[config.mk]
export PLATFORM = sky130hd
export DESIGN_NAME = riot_display_keypad
export DESIGN_NICKNAME = d
export VERILOG_FILES = /design/src/rtl/riot_pkg.sv /design/src/rtl/riot_key_injector.sv /design/src/rtl/riot_display_keypad.sv
export SDC_FILE = /design/constraint.sdc
export NUM_CORES = 1
export LEC_CHECK = 0
export CAP_MARGIN = 20
export CORE_ASPECT_RATIO = 1.4
export CORE_MARGIN = 2
export CORE_UTILIZATION = 40
export DETAILED_ROUTE_END_ITERATION = 6
export PLACE_DENSITY_LB_ADDON = 0.1
export SLEW_MARGIN = 25
export SYNTH_ARGS = -nofsm -noshare
export SYNTH_HDL_FRONTEND = slang
export SYNTH_HIERARCHICAL = 1
export SYNTH_SLANG_ARGS = --single-unit
[constraint.sdc]
create_clock -name phi2 -period 1.9 [get_ports phi2]
set_input_delay 0.285 -clock phi2 [delete_from_list [all_inputs] [get_ports phi2]]
set_output_delay 0.285 -clock phi2 [all_outputs]
set_load 0.005 [all_outputs]
[src/rtl/riot_pkg.sv]
// Shared types and constants for the RRIOT display/keypad front end.
package riot_pkg;

    localparam int DIGIT_SEL_BASE = 4;
    localparam int NUM_DIGITS     = 6;
    localparam int NUM_COLS       = 7;
    localparam int NUM_ROWS       = 3;

    typedef struct packed {
        logic [1:0] row;
        logic [2:0] col;
    } key_code_t;

    typedef enum logic [1:0] {
        KEY_IDLE    = 2'd0,
        KEY_PRESS   = 2'd1,
        KEY_RELEASE = 2'd2
    } key_state_e;

    // Row 3 and column 7 do not exist on the 3x7 matrix.
    function automatic logic key_code_ok(input key_code_t c);
        return (c.row != 2'd3) && (c.col != 3'd7);
    endfunction

endpackage

[src/rtl/riot_key_injector.sv]
// Key press emulation: holds an accepted key down, then forces a release
// gap before the next request can be taken.
module riot_key_injector
    import riot_pkg::*;
#(
    parameter int HOLD_CYCLES    = 20000,
    parameter int RELEASE_CYCLES = 20000
) (
    input  logic       phi2,
    input  logic       rst_n,
    input  logic       key_valid_i,
    input  logic [4:0] key_code_i,
    output logic       key_ready_o,
    output logic       key_err_o,
    output logic       press_o,
    output key_code_t  code_o
);

    localparam int MAXC = (HOLD_CYCLES > RELEASE_CYCLES) ? HOLD_CYCLES : RELEASE_CYCLES;
    localparam int CW   = $clog2(MAXC + 1);

    key_state_e      state_q, state_d;
    logic [CW-1:0]   cnt_q, cnt_d;
    key_code_t       code_q, code_d;
    logic            err_q, err_d;
    key_code_t       req;

    assign req = key_code_i;

    // State, phase counter, latched code and error pulse registers.
    always_ff @(posedge phi2) begin
        if (!rst_n) begin
            state_q <= KEY_IDLE;
            cnt_q   <= '0;
            code_q  <= '0;
            err_q   <= 1'b0;
        end else begin
            state_q <= state_d;
            cnt_q   <= cnt_d;
            code_q  <= code_d;
            err_q   <= err_d;
        end
    end

    // Next state: accept in IDLE, time out PRESS then RELEASE.
    always_comb begin
        state_d = state_q;
        cnt_d   = cnt_q + 1'b1;
        code_d  = code_q;
        err_d   = 1'b0;
        case (state_q)
            KEY_IDLE: begin
                cnt_d = '0;
                if (key_valid_i) begin
                    if (key_code_ok(req)) begin
                        code_d  = req;
                        state_d = KEY_PRESS;
                    end else begin
                        err_d = 1'b1;
                    end
                end
            end
            KEY_PRESS: begin
                if (cnt_q == CW'(HOLD_CYCLES - 1)) begin
                    state_d = KEY_RELEASE;
                    cnt_d   = '0;
                end
            end
            KEY_RELEASE: begin
                if (cnt_q == CW'(RELEASE_CYCLES - 1)) begin
                    state_d = KEY_IDLE;
                    cnt_d   = '0;
                end
            end
            default: begin
                state_d = KEY_IDLE;
                cnt_d   = '0;
            end
        endcase
    end

    assign key_ready_o = (state_q == KEY_IDLE) & rst_n;
    assign key_err_o   = err_q;
    assign press_o     = (state_q == KEY_PRESS);
    assign code_o      = code_q;

endmodule

[src/rtl/riot_display_keypad.sv]
// Decodes the RRIOT multiplexed digit scan into latched 7-segment digits
// and drives the emulated keypad columns back into port A.
module riot_display_keypad
    import riot_pkg::*;
#(
    parameter int SETTLE_CYCLES  = 4,
    parameter int TIMEOUT_CYCLES = 65535,
    parameter int HOLD_CYCLES    = 20000,
    parameter int RELEASE_CYCLES = 20000
) (
    input  logic        phi2,
    input  logic        rst_n,
    input  logic [7:0]  pao,
    input  logic [7:0]  ddra,
    input  logic [7:0]  pbo,
    input  logic [7:0]  ddrb,
    output logic [7:0]  pai,
    input  logic        key_valid,
    input  logic [4:0]  key_code,
    output logic        key_ready,
    output logic        key_err,
    output logic [41:0] digits,
    output logic        disp_changed
);

    localparam int SCW = $clog2(SETTLE_CYCLES + 1);
    localparam int TCW = $clog2(TIMEOUT_CYCLES + 1);

    logic [3:0]  sel;
    logic [6:0]  seg;
    logic        sel_digit;
    logic [2:0]  sel_idx;
    logic        scan_match;

    logic [10:0]                        scan_q;
    logic [SCW-1:0]                     settle_q, settle_d;
    logic                               lat_vld_q, lat_vld_d;
    logic [2:0]                         lat_idx_q;
    logic [6:0]                         lat_seg_q;
    logic [NUM_DIGITS-1:0][6:0]         digits_q, digits_d;
    logic [NUM_DIGITS-1:0][TCW-1:0]     tmo_q, tmo_d;
    logic                               chg_q, disp_q;
    logic [7:0]                         pai_q, pai_d;

    logic      press;
    key_code_t code;
    logic      unused_pins;

    // Undriven select lines float high; undriven segment lines read as off.
    assign sel        = (pbo[4:1] & ddrb[4:1]) | ~ddrb[4:1];
    assign seg        = pao[6:0] & ddra[6:0];
    assign sel_digit  = (sel >= 4'(DIGIT_SEL_BASE)) && (sel < 4'(DIGIT_SEL_BASE + NUM_DIGITS));
    assign sel_idx    = 3'(sel - 4'(DIGIT_SEL_BASE));
    assign scan_match = ({sel, seg} == scan_q);
    assign unused_pins = ^{pao[7], ddra[7], pbo[7:5], pbo[0], ddrb[7:5], ddrb[0]};

    riot_key_injector #(
        .HOLD_CYCLES    (HOLD_CYCLES),
        .RELEASE_CYCLES (RELEASE_CYCLES)
    ) u_inj (
        .phi2        (phi2),
        .rst_n       (rst_n),
        .key_valid_i (key_valid),
        .key_code_i  (key_code),
        .key_ready_o (key_ready),
        .key_err_o   (key_err),
        .press_o     (press),
        .code_o      (code)
    );

    // Settle counter saturates so a steady scan latches only once.
    always_comb begin
        settle_d = '0;
        if (scan_match && sel_digit)
            settle_d = (settle_q == SCW'(SETTLE_CYCLES - 1)) ? settle_q : settle_q + 1'b1;
        lat_vld_d = sel_digit && (settle_d == SCW'(SETTLE_CYCLES - 1)) &&
                    (settle_q != SCW'(SETTLE_CYCLES - 1));
    end

    // Digit update: timeout blanks first, a pending latch overrides it.
    always_comb begin
        digits_d = digits_q;
        tmo_d    = tmo_q;
        for (int d = 0; d < NUM_DIGITS; d++) begin
            if (tmo_q[d] != TCW'(TIMEOUT_CYCLES))
                tmo_d[d] = tmo_q[d] + 1'b1;
            if (tmo_q[d] == TCW'(TIMEOUT_CYCLES - 1))
                digits_d[d] = '0;
            if (lat_vld_q && (lat_idx_q == 3'(d))) begin
                digits_d[d] = lat_seg_q;
                tmo_d[d]    = '0;
            end
        end
    end

    // Column drive: pull the pressed column low only while its row is scanned.
    always_comb begin
        pai_d = 8'hFF;
        if (press && (sel == {2'b00, code.row}))
            pai_d[code.col] = 1'b0;
    end

    // Scan capture, digit/timeout state, change pulse and port A register.
    always_ff @(posedge phi2) begin
        if (!rst_n) begin
            scan_q    <= '0;
            settle_q  <= '0;
            lat_vld_q <= 1'b0;
            lat_idx_q <= '0;
            lat_seg_q <= '0;
            digits_q  <= '0;
            tmo_q     <= '0;
            chg_q     <= 1'b0;
            disp_q    <= 1'b0;
            pai_q     <= 8'hFF;
        end else begin
            scan_q    <= {sel, seg};
            settle_q  <= settle_d;
            lat_vld_q <= lat_vld_d;
            lat_idx_q <= sel_idx;
            lat_seg_q <= seg;
            digits_q  <= digits_d;
            tmo_q     <= tmo_d;
            chg_q     <= (digits_d != digits_q);
            disp_q    <= chg_q;
            pai_q     <= pai_d;
        end
    end

    assign digits       = digits_q;
    assign disp_changed = disp_q;
    assign pai          = pai_q;

endmodule

## Word level (Yosys, flattened, before mapping)

Cells that the tools add are included.

- Reduce and logical (&&, ||, !) cells: 27
- $lt $le $gt $ge: 4
- Muxes and demuxes: 22
- Equality and inequality tests: 32
- Add/sub/neg operators: 9
- Bitwise operators: 8

Operator list:

| operator | count |
|---|---|
| 16-bit by 1-bit adder with 16-bit output (second input constant) | 6 |
| 16-bit == test (second input constant) | 6 |
| 16-bit inequality test (second input constant) | 6 |
| 7-bit two-way mux | 12 |
| 42-bit inequality test | 1 |
| 15-bit by 1-bit adder with 15-bit output (second input constant) | 1 |
| 15-bit == test (second input constant) | 1 |
| 2-bit OR reduction | 7 |
| 1-bit logical AND | 13 |
| 3-bit by 2-bit == test with 1-bit output (second input constant) | 4 |
| 11-bit == test | 1 |
| 2-bit two-way mux | 4 |
| 8-bit inverter | 1 |
| 7-bit AND | 1 |
| 3-bit == test (second input constant) | 2 |
| 3-bit two-way mux | 2 |
| 2-bit by 1-bit inequality test with 1-bit output (second input constant) | 3 |
| 2-bit one-hot mux with 3 select lines | 1 |
| 3-bit AND reduction | 2 |
| 4-bit AND | 1 |
| 4-bit by 2-bit == test with 1-bit output | 1 |
| 4-bit by 3-bit greater-or-equal comparator with 1-bit output (second input constant) | 1 |
| 3-bit by 4-bit less-than comparator with 1-bit output (second input constant) | 1 |
| 4-bit less-than comparator (second input constant) | 1 |
| other kinds (20) | 23 |

- Word-level logic and storage cells: 127
- Flip-flop bits (word level): 196

## Longest topological paths before layout

- Word-level depth: 9
- Mapped depth: 8

## Hierarchy

Netlist, hierarchy kept.

By module, submodules not included:

| module | area each (µm²) | seq. area each (µm²) | cells each | instances |
|---|---|---|---|---|
| riot_display_keypad | 7,443.4 | 3,283.1 | 884 | 1 |
| riot_key_injector | 1,057.3 | 460.4 | 112 | 1 |

## Worst setup path after synthesis

OpenSTA, ideal clock, no wires.

- Path kind: register to register
- From: reg tmo_q[32] in the netlist's numbering
- To: reg tmo_q[47] in the netlist's numbering
- Path slack: 57 ps
- Arrival time: 1,773 ps
- Setup time: 70 ps
- Period minus slack after synthesis: 1,843 ps
- Stages on the path, launching flop included: 8
- Cells stage by stage: dfxtp_1 > ha_1 > and3_1 > a41oi_2 > and4_4 > nand3_2 > or3_1 > a21oi_1

- Longest elaborated chain between the ends: 1
- Elaborated cells on any way between the ends: 2
- Those cells by class: add/sub: 1; eq/ne: 1

RTL lines:

| item | line | text |
|---|---|---|
| start: declaration | riot_display_keypad.sv:41 | `logic [NUM_DIGITS-1:0][TCW-1:0] tmo_q, tmo_d;` |
| start signal: assignment | riot_display_keypad.sv:123 | `tmo_q <= tmo_d;` |
| 16-bit by 1-bit adder with 16-bit output or 16-bit inequality test (tied branches) | riot_display_keypad.sv:86, riot_display_keypad.sv:85 |  |

Parallel ways exist; a longest one is shown, timed or not.
A chain may end at the register's enable or synchronous reset.

==> results.txt <==
Status: finished clean
Critical Path AT: 2140 ps
Synth Net Count: 1054
Placer congestion estimate: 0.818
Max Slew Vio Count: 0
Final Cycle Share: 0.960
XOR/XNOR Fraction of Synth Area: 0.0907
# Max-Cap Violations: 0
Fin crit period: 1820 ps
Ys flop type: dfxtp_1
Htree depth: 4
Inserted Diodes: 0
Routed len/inst: 14.7 um
I/O pin total: 93
HPWL after detailed placement: 15.5 mm
Adder-cell area share of the yosys netlist: 0.0265
Root Driver: clkbuf_16
RSZ-0062 raised after global routing: yes
Startpoint Class: flop
Die area: 22500 sq um
Power, Total: 8320 uW
Synthesized area: 8500 sq um
Max rail drop VDD: 611 uV
Leak Pwr: 0.00396 uW
WHS: 436 ps
CTS tree: built
Commonest non-fill, non-tap cell in the layout: dfxtp_1
Syn. warnings: 6
Pin count of the biggest net entering global routing: 23
Worst-Margin Slew: 466 ps
Synthesized instance count: 996
Unique masters post-synth: 63
Clock sink total: 187
Vias per cell: 5.20
Routed WL: 21.0 mm
Hold Vio Cnt, Final: 0
CP max-delay cell: dfxtp_2
Die height: 176 um
Site Rows: 63
Gr ovfl total: 0
Pwr dens: 765 nW/um^2
Non-Filler Instances: 1432
Via Count: 7441
Fmax: 0.549 GHz
Pre-CTS WS: -209 ps
Post-route ant nets: 0
Clock latency on the worst-skew pair: 440 ps
Final nets: 1217
Largest family of logic cells by synthesized area: simple AND/OR/NAND/NOR gates
Required @ worst endpoint: 2220 ps
DRC errors left: 0
Core Area: 21000 sq um
Number of global-route vias before repair: 7321
Final setup viols: 0
Antenna violations before repair: 0
Number of synthesized flops with an enable pin: 0
First DRT Iteration DRCs: 424
Post-synthesis average cell area: 8.53 sq um
Worst path cell trace: buf_4 > and4b_1 > nand2_1 > a222oi_1 > a31oi_1 > nor2_1 > a31oi_1
Worst path max stage delay: 410 ps
Seq/Total Area, Yosys: 0.440
CP Capture Type: flop
Layout cells sized above 1: 0.139
Layout area overhead: 27.9%
Worst Skew: 9.08 ps
Tot GR Track Use: 0.193
Kind of critical path: flop to flop
Async SR Flop Fraction: 0
Synthesized-area fraction occupied by and/or/nand/nor cells: 0.270
Total CTS buffers: 17
Max_slew headroom: 0.689
Port Buffers: 82
Worst Hold Class: primary input to flop
Worst R2R Path Depth: 7
CTS Hold Bufs: 0
Hold Crit Depth: 3
Placed instance count: 1400
Compound-Gate Fraction of Synth Area: 0.123
First-pass GRT wire length: 34.7 mm
Initial core utilization: 0.404
Final worst setup slack: 76.9 ps
Clock buffer depth: 2
Most frequent cells in the layout: dfxtp_1 (183), nand2_1 (139), nor2_1 (129)
Post-route setup TNS: 0 ps
Post-synthesis mux area share: 0.0141
Chip Width: 127 um
Post-CTS Setup Repair Bufs: 0
DR pass1 iterations: 5
Worst Path Max Fanout: 8
Seq cells post-synth: 187
Reg clk slew, reported paths: 70 ps
Worst path most repeated cell: a31oi_1
==> layer usage <==
layer  track usage  routed length (um)  vias up
li1              -                   -     3826
met1         0.223                9190     3461
met2         0.341               10400      119
met3        0.0458                 879       35
met4        0.0792                 526        0
met5             0                   0        -
==> Yosys cell counts (5+ instances only) <==
library cell / instances / share of area
a211oi_1: 10 / 0.0088
a21oi_1: 60 / 0.035
a222oi_1: 6 / 0.0071
a22oi_1: 16 / 0.014
a31oi_1: 15 / 0.011
and2_1: 6 / 0.0044
and3_1: 20 / 0.015
and4_1: 13 / 0.013
and4b_1: 5 / 0.0059
buf_2: 10 / 0.0059
clkbuf_1: 21 / 0.0093
dfxtp_1: 187 / 0.44
ha_1: 18 / 0.026
inv_1: 29 / 0.013
mux2i_1: 12 / 0.014
nand2_1: 139 / 0.061
nand2b_1: 14 / 0.010
nand3_1: 33 / 0.019
nand4_1: 36 / 0.026
nor2_1: 129 / 0.057
nor2b_1: 12 / 0.0088
nor3_1: 17 / 0.010
nor4_1: 6 / 0.0044
o2111ai_1: 5 / 0.0052
o21ai_0: 18 / 0.011
o22ai_1: 12 / 0.0088
or3_1: 12 / 0.0088
xnor2_1: 43 / 0.044
xor2_1: 45 / 0.046
==> final timing paths <==
| check | start | endpoint | slack [ps] |
|---|---|---|---|
| setup / recovery | scan_q[7]$_SDFF_PN0_ | chg_q$_SDFF_PN0_ | 80 |
| hold / removal | key_valid | u_inj/key_err_o$_SDFF_PN0_ | 440 |
| setup reg to reg | scan_q[7]$_SDFF_PN0_ | chg_q$_SDFF_PN0_ | 80 |
| hold reg to reg | u_inj/code_o[1]$_SDFFE_PN0P_ | pai[7]$_SDFF_PN1_ | 460 |
==> sequential cells by signal, indices dropped and copies added (netlist names) <==
| register | flops |
|---|---|
| lat_vld_q | 1 |
| tmo_q | 96 |
| settle_q | 3 |
| u_inj/key_err_o | 1 |
| lat_idx_q | 1 |
| u_inj/cnt_q | 15 |
| scan_q | 11 |
| disp_changed | 1 |
| digits | 42 |
| u_inj/state_q | 2 |
| u_inj/code_o | 5 |
| pai | 8 |
| chg_q | 1 |
==> kinds of logic after synthesis <==
logic type,Yosys count
mux,12
flops,187
compound gates,160
fa+ha+maj,18
buf+inv,69
xor+xnor,88
simple gates,462
==> worst max-delay path, delay by kind of cell, from the launching register on <==
family | cells | cell delay [ps]
DFF | 1 | 410
buffers and inverters | 1 | 150
and+or+nand+nor | 3 | 510
AOI/OAI and AO/OA | 3 | 630
==> through the flow <==
step	utilization	instance area, sq um
2_1_floorplan	-	8500
3_3_place_gp	0.486	10200
3_5_place_dp	0.486	10200
4_1_cts	0.514	10800
5_1_grt	0.516	10900
6_report	0.516	10900
==> area by class of cell <==
cell class              instances  area (sq um)
repair buffers                182          1580
fillers                      2018         10200
clock inverters                14           135
flip-flops and latches        187          3750
inverters                      31           116
clock buffers                  18           439
well taps                     260           325
multi-input cells             740          4520
==> power breakdown <==
group	switching [uW]	internal (uW)	total (uW)
registers	72.6	4000	4070
logic	379	361	740
clock network	1630	1870	3500
total	2090	6230	8320
==> timing repair <==
item	4_1_cts	5_1_grt
setup endpoints to repair	3	15
gates resized for setup	8	11
pin swaps	1	6
endpoints found under the hold margin	0	0
cloned	0	0
No activity file was read; power rests on OpenSTA's default activity.
